### src/rtl/ifu_fetch_pkg.sv
// Shared definitions for the instruction fetch unit: next-PC selects,
// FSM state encoding, default reset PC and the branch offset helper.
package ifu_fetch_pkg;

    localparam logic [31:0] RESET_PC_DEFAULT = 32'h0000_3000;

    // Next-PC select codes driven by the control decoder
    localparam logic [1:0] NPC_SEQ = 2'b00;
    localparam logic [1:0] NPC_J   = 2'b01;
    localparam logic [1:0] NPC_JR  = 2'b10;
    localparam logic [1:0] NPC_BEQ = 2'b11;

    typedef enum logic [2:0] {
        ST_IDLE  = 3'd0,
        ST_FETCH = 3'd1,
        ST_WAIT  = 3'd2,
        ST_HOLD  = 3'd3,
        ST_ERR   = 3'd4
    } fetch_state_t;

    // Sign-extended, word-scaled beq displacement
    function automatic logic [31:0] branch_offset(input logic [15:0] imm);
        return {{14{imm[15]}}, imm, 2'b00};
    endfunction

endpackage

### src/rtl/ifu_fetch_npc_calc.sv
// Combinational next-PC calculation for seq, j/jal, jr and beq, plus a
// flag telling the fetch FSM that the chosen target is not word aligned.
module npc_calc
    import ifu_fetch_pkg::*;
(
    input  logic [31:0] pc,
    input  logic [31:0] instr,
    input  logic [1:0]  s_npc,
    input  logic        zero,
    input  logic [31:0] rs_data,
    output logic [31:0] npc,
    output logic [31:0] pc_plus4,
    output logic        misaligned
);

    // The opcode field does not influence the target; it is folded away here.
    logic unused_opcode;
    assign unused_opcode = ^instr[31:26];

    assign pc_plus4 = pc + 32'd4;

    // Select the target; all arithmetic wraps modulo 2^32
    always_comb begin
        npc = pc_plus4;
        case (s_npc)
            NPC_SEQ: npc = pc_plus4;
            NPC_J:   npc = {pc_plus4[31:28], instr[25:0], 2'b00};
            NPC_JR:  npc = rs_data;
            NPC_BEQ: npc = zero ? (pc_plus4 + branch_offset(instr[15:0])) : pc_plus4;
            default: npc = pc_plus4;
        endcase
    end

    assign misaligned = (npc[1:0] != 2'b00);

endmodule

### src/rtl/ifu_fetch.sv
// Instruction fetch unit: owns the PC, fetches one word at a time over a
// req/ready/rvalid handshake, holds it for the decoder until commit, counts
// retired instructions and traps on misaligned branch/jump targets.
module ifu_fetch
    import ifu_fetch_pkg::*;
#(
    parameter logic [31:0] RESET_PC = RESET_PC_DEFAULT,
    parameter int          CNT_W    = 32
) (
    input  logic             clk,
    input  logic             rst_n,
    input  logic [1:0]       s_npc,
    input  logic             zero,
    input  logic [31:0]      rs_data,
    input  logic             commit,
    output logic             imem_req,
    output logic [31:0]      imem_addr,
    input  logic             imem_ready,
    input  logic             imem_rvalid,
    input  logic [31:0]      imem_rdata,
    output logic [31:0]      instr,
    output logic             instr_valid,
    output logic [31:0]      pc,
    output logic [31:0]      pc_plus4,
    output logic             addr_err,
    output logic [CNT_W-1:0] retired
);

    fetch_state_t state_q;
    fetch_state_t state_d;

    logic [31:0]      pc_q;
    logic [31:0]      instr_q;
    logic [CNT_W-1:0] retired_q;

    logic [31:0] npc;
    logic        misaligned;
    logic        load_instr;
    logic        advance;

    npc_calc u_npc_calc (
        .pc         (pc_q),
        .instr      (instr_q),
        .s_npc      (s_npc),
        .zero       (zero),
        .rs_data    (rs_data),
        .npc        (npc),
        .pc_plus4   (pc_plus4),
        .misaligned (misaligned)
    );

    // State register; reset forces IDLE at once, whatever the clock is doing
    always_ff @(posedge clk or negedge rst_n) begin
        if (!rst_n) begin
            state_q <= ST_IDLE;
        end else begin
            state_q <= state_d;
        end
    end

    // Next state, handshake outputs and datapath enables
    always_comb begin
        state_d     = state_q;
        imem_req    = 1'b0;
        instr_valid = 1'b0;
        addr_err    = 1'b0;
        load_instr  = 1'b0;
        advance     = 1'b0;
        case (state_q)
            ST_IDLE: begin
                state_d = ST_FETCH;
            end
            ST_FETCH: begin
                imem_req = 1'b1;
                if (imem_ready) begin
                    state_d = ST_WAIT;
                end
            end
            ST_WAIT: begin
                if (imem_rvalid) begin
                    load_instr = 1'b1;
                    state_d    = ST_HOLD;
                end
            end
            ST_HOLD: begin
                instr_valid = 1'b1;
                if (commit) begin
                    if (misaligned) begin
                        state_d = ST_ERR;
                    end else begin
                        advance = 1'b1;
                        state_d = ST_FETCH;
                    end
                end
            end
            ST_ERR: begin
                addr_err = 1'b1;
            end
            default: begin
                state_d = ST_IDLE;
            end
        endcase
    end

    // PC, held instruction and retire counter; a faulting commit changes none
    always_ff @(posedge clk or negedge rst_n) begin
        if (!rst_n) begin
            pc_q      <= RESET_PC;
            instr_q   <= 32'd0;
            retired_q <= '0;
        end else begin
            if (load_instr) begin
                instr_q <= imem_rdata;
            end
            if (advance) begin
                pc_q      <= npc;
                retired_q <= retired_q + {{(CNT_W-1){1'b0}}, 1'b1};
            end
        end
    end

    assign imem_addr = pc_q;
    assign pc        = pc_q;
    assign instr     = instr_q;
    assign retired   = retired_q;

endmodule

### config.mk
export PLATFORM = sky130hd
export DESIGN_NAME = ifu_fetch
export DESIGN_NICKNAME = d
export VERILOG_FILES = /design/src/rtl/ifu_fetch_pkg.sv /design/src/rtl/ifu_fetch_npc_calc.sv /design/src/rtl/ifu_fetch.sv
export SDC_FILE = /design/constraint.sdc
export NUM_CORES = 1
export LEC_CHECK = 0
export BUFFER_PORTS_ARGS = -buffer_cell sky130_fd_sc_hd__buf_2
export CAP_MARGIN = 20
export CORE_ASPECT_RATIO = 0.6
export CORE_MARGIN = 4
export CORE_UTILIZATION = 53
export CTS_CLUSTER_SIZE = 30
export DETAILED_ROUTE_END_ITERATION = 10
export PLACE_DENSITY_LB_ADDON = 0.3
export RECOVER_POWER = 50
export SYNTH_ARGS = -nofsm -noshare
export SYNTH_HDL_FRONTEND = slang
export SYNTH_SLANG_ARGS = --single-unit
### constraint.sdc
create_clock -name clk -period 4.3 [get_ports clk]
set_input_delay 0.645 -clock clk [delete_from_list [all_inputs] [get_ports clk]]
set_output_delay 0.645 -clock clk [all_outputs]
set_load 0.03 [all_outputs]
==> metrics.md <==
| Metric | Value |
|---|---|
| DRT iter0 DRCs | 837 |
| CTS sink cnt | 99 |
| Post-CTS sizing | 0 |
| CP Launch Type | register |
| Die height | 100 um |
| Multi-input logic area | 0.00454 mm^2 |
| Setup bufs post-CTS | 0 |
| Worst r2r dst | imem_addr[29] |
| Worst r2r path cells | 14 |
| Min-Delay Path Class | reg -> reg |
| Status | finished, violations left |
| CTS root buffer | clkbuf_16 |
| Peak supply drop | 572 uV |
| GRT overflow | 0 |
| Antenna-violating nets left | 0 |
| First-pass GRT wire length | 39.0 mm |
| Nets | 1153 |
| Worst path required time | 4.53 ns |
| Compound-Gate Fraction of Synth Area | 19.2% |
| Die area | 0.0161 mm^2 |
| Layout cells sized above 1 | 23.6% |
| Max-slew violations | 95 |
| Clock tree buffer depth | 2 |
| Final Util | 64.2% |
| Final Setup Violations | 0 |
| Row count | 33 |
| Most used DFF post-synth | dfrtp_1 |
| Area grow syn2layout | 17.9% |
| 1st-pass router iterations | 6 |
| Synth warn | 0 |
| CP Capture Type | register |
| DR WL/cell | 20.2 um |
| Register area | 0.00248 mm^2 |
| Initial antenna violation count | 1 |
| Worst Skew | 0.00864 ns |
| Worst slew margin | -32.7% |
| Post-DP Area | 0.00864 mm^2 |
| Total power | 7.57 mW |
| Reg2reg setup slack | 0.18 ns |
| Initial Utilization | 54.4% |
| DP HPWL | 19.3 mm |
| Fmax | 0.243 GHz |
| I/O pin total | 235 |
| Syn nets | 960 |
| Largest family of logic cells by synthesized area | simple AND/OR/NAND/NOR gates |
| Post-route cell area | 0.00882 mm^2 |
| Final WS setup | 0.181 ns |
| Vias in the first global route | 6732 |
| Post-synthesis simple-gate area fraction | 19.9% |
| Max_cap viols | 3 |
| CP Data Arrival Time | 4.35 ns |
| Mapped Area | 0.00748 mm^2 |
| Drt drc | 0 |
| Critical path class | reg -> reg |
| Synthesized netlist cell count | 854 |
| Placed cell count | 1228 |
| Vias/cell | 6.04 |
| DIE WIDTH | 161 um |
| Seq/Total Area, Yosys | 33.1% |
| Num CTS Buffers | 9 |
| Routed WL | 25.2 mm |
| Asr flop ratio synth | 100% |
| Placeable Area | 0.0137 mm^2 |
| Clk slew on worst S/H paths | 0.08 ns |
| LEAKAGE | 4.08 nW |
| H-tree depth | 3 |
| Final min period | 4.12 ns |
| Final hold violations | 0 |
| Xor/xnor share of the synthesized area | 8.66% |
| Most frequent cells in the layout | buf_2, nand2_1, dfrtp_1 |
| Detailed-route via count | 7509 |
| Hold_ws | 0.484 ns |
| Pwr dens | 858 mW/mm^2 |
| RD Place Congestion | 0.988 |
| # fillers | 1278 |
| Yosys cell types | 73 |
| IO buf count | 234 |
| EDFF count, synth | 0 |
| Mapped Avg Cell Area | 8.76 um^2 |
| Adder-cell share of the synthesized area | 5.78% |
| Post-Place Worst Slack | 0.247 ns |
| Critical R2R Launch | imem_addr[2] |
| Violated checks | max-capacitance violations, max-slew violations |
| Mux cell area share after synthesis | 6.84% |
| CP endpoint | imem_addr[29] |
| Gr usage total | 30.6% |
| Largest net degree at the start of global routing | 42 |
| Largest fanout on the critical path | 6 |
| Setup TNS | 0 ns |
| #FFs+latches synth | 99 |
| Clk_lat worst skew | 0.35 ns |
| Slew @ Worst Pin | 1.99 ns |
| Final Non-Filler Cells | 1244 |
| Crit. Startpoint | imem_addr[2] |
| Most common cell after layout, fill and taps aside | buf_2 |
| Hold buffers post-CTS | 0 |
| Antenna cells | 0 |
| Tcrit/Tclk final | 95.8% |
| CTS tree | built |
cells in the mapped netlist (all sizes together), types with 4 or more instances:
| master | n | area, um^2 |
|---|---|---|
| mux2 | 33 | 372 |
| xnor2 | 47 | 412 |
| buf | 47 | 328 |
| nand2 | 98 | 368 |
| a21oi | 45 | 229 |
| nand3b | 4 | 30.0 |
| ha | 33 | 413 |
| xor2 | 27 | 236 |
| mux2i | 5 | 50.1 |
| o31a | 4 | 35.0 |
| nor3 | 18 | 106 |
| a31oi | 10 | 62.6 |
| nand2b | 6 | 37.5 |
| and2 | 11 | 68.8 |
| nor2b | 15 | 101 |
| or3 | 5 | 31.3 |
| dfrtp | 97 | 2430 |
| nand3 | 35 | 175 |
| nor4 | 5 | 37.5 |
| o22ai | 8 | 50.1 |
| o21a | 8 | 60.1 |
| inv | 15 | 56.3 |
| o21ai | 51 | 263 |
| a221oi | 8 | 87.6 |
| o21bai | 8 | 60.1 |
| mux4 | 4 | 90.1 |
| a211oi | 7 | 52.6 |
| o211ai | 5 | 37.5 |
| nand4 | 16 | 100 |
| clkbuf | 26 | 100 |
| nor2 | 64 | 240 |
| and4 | 7 | 61.3 |
| a21o | 21 | 158 |
| and3 | 13 | 81.3 |
where the power goes:
group          total, mW  internal [mW]  switching (mW)  leakage, nW
sequential          1.78           1.24           0.546         1.24
combinational       4.97           1.72            3.25         2.70
clock              0.809          0.404           0.405        0.139
flip-flops by register name, indices dropped and copies added, names as in the netlist:
register / count
imem_addr: 32
instr: 32
retired: 32
state_q: 3
final cells by class:
class	instances	area share [%]
timing repair buffer	255	13.9
multi-input combinational	667	51.4
clock buffer	9	2.55
clock inverter	7	0.667
sequential	99	28.1
inverter	15	0.638
tap	192	2.72
worst min-delay path by stage:
stage | start | endpoint | slack [ns] | cells past startpoint
final | retired[17] | retired[17] | 0.48 | 1
after detailed placement | retired[17] | retired[17] | 0.47 | 1
after global placement | retired[31] | retired[31] | 0.45 | 1
after global routing | retired[17] | retired[17] | 0.51 | 1
after floorplan | rst_n | imem_addr[0] | 0.35 | 0
after CTS | rst_n | instr[21] | 0.27 | 1
critical path: stages (launching register included):
cell and delay [ns]:
dfrtp_1 0.44, ha_1 0.29, and2_1 0.20, and2_1 0.19
xor2_1 0.39, ha_1 0.40, a21o_1 0.22, a221oi_4 0.37
o21ai_1 0.23, o211ai_1 0.23, nand3_1 0.26, a211o_1 0.32
a21oi_1 0.13, nor3_1 0.08, a221o_1 0.27
cell families (layout without fill, tap and decap cells):
group	count (synthesis)	after routing
simple gates	304	304
compound gates	213	213
fa+ha+maj	34	34
flops	99	99
xor+xnor	74	74
mux	42	42
buf+inv	88	286
per-layer routing:
| metal | up-vias | track usage, % | wire length, um |
|---|---|---|---|
| met4 | 2 | 5.77 | 282 |
| met2 | 460 | 42.4 | 10200 |
| met5 | - | 0 | 7 |
| met3 | 33 | 9.73 | 3300 |
| met1 | 3553 | 46.7 | 11400 |
| li1 | 3461 | - | - |
No activity file was read; power rests on OpenSTA's default activity.
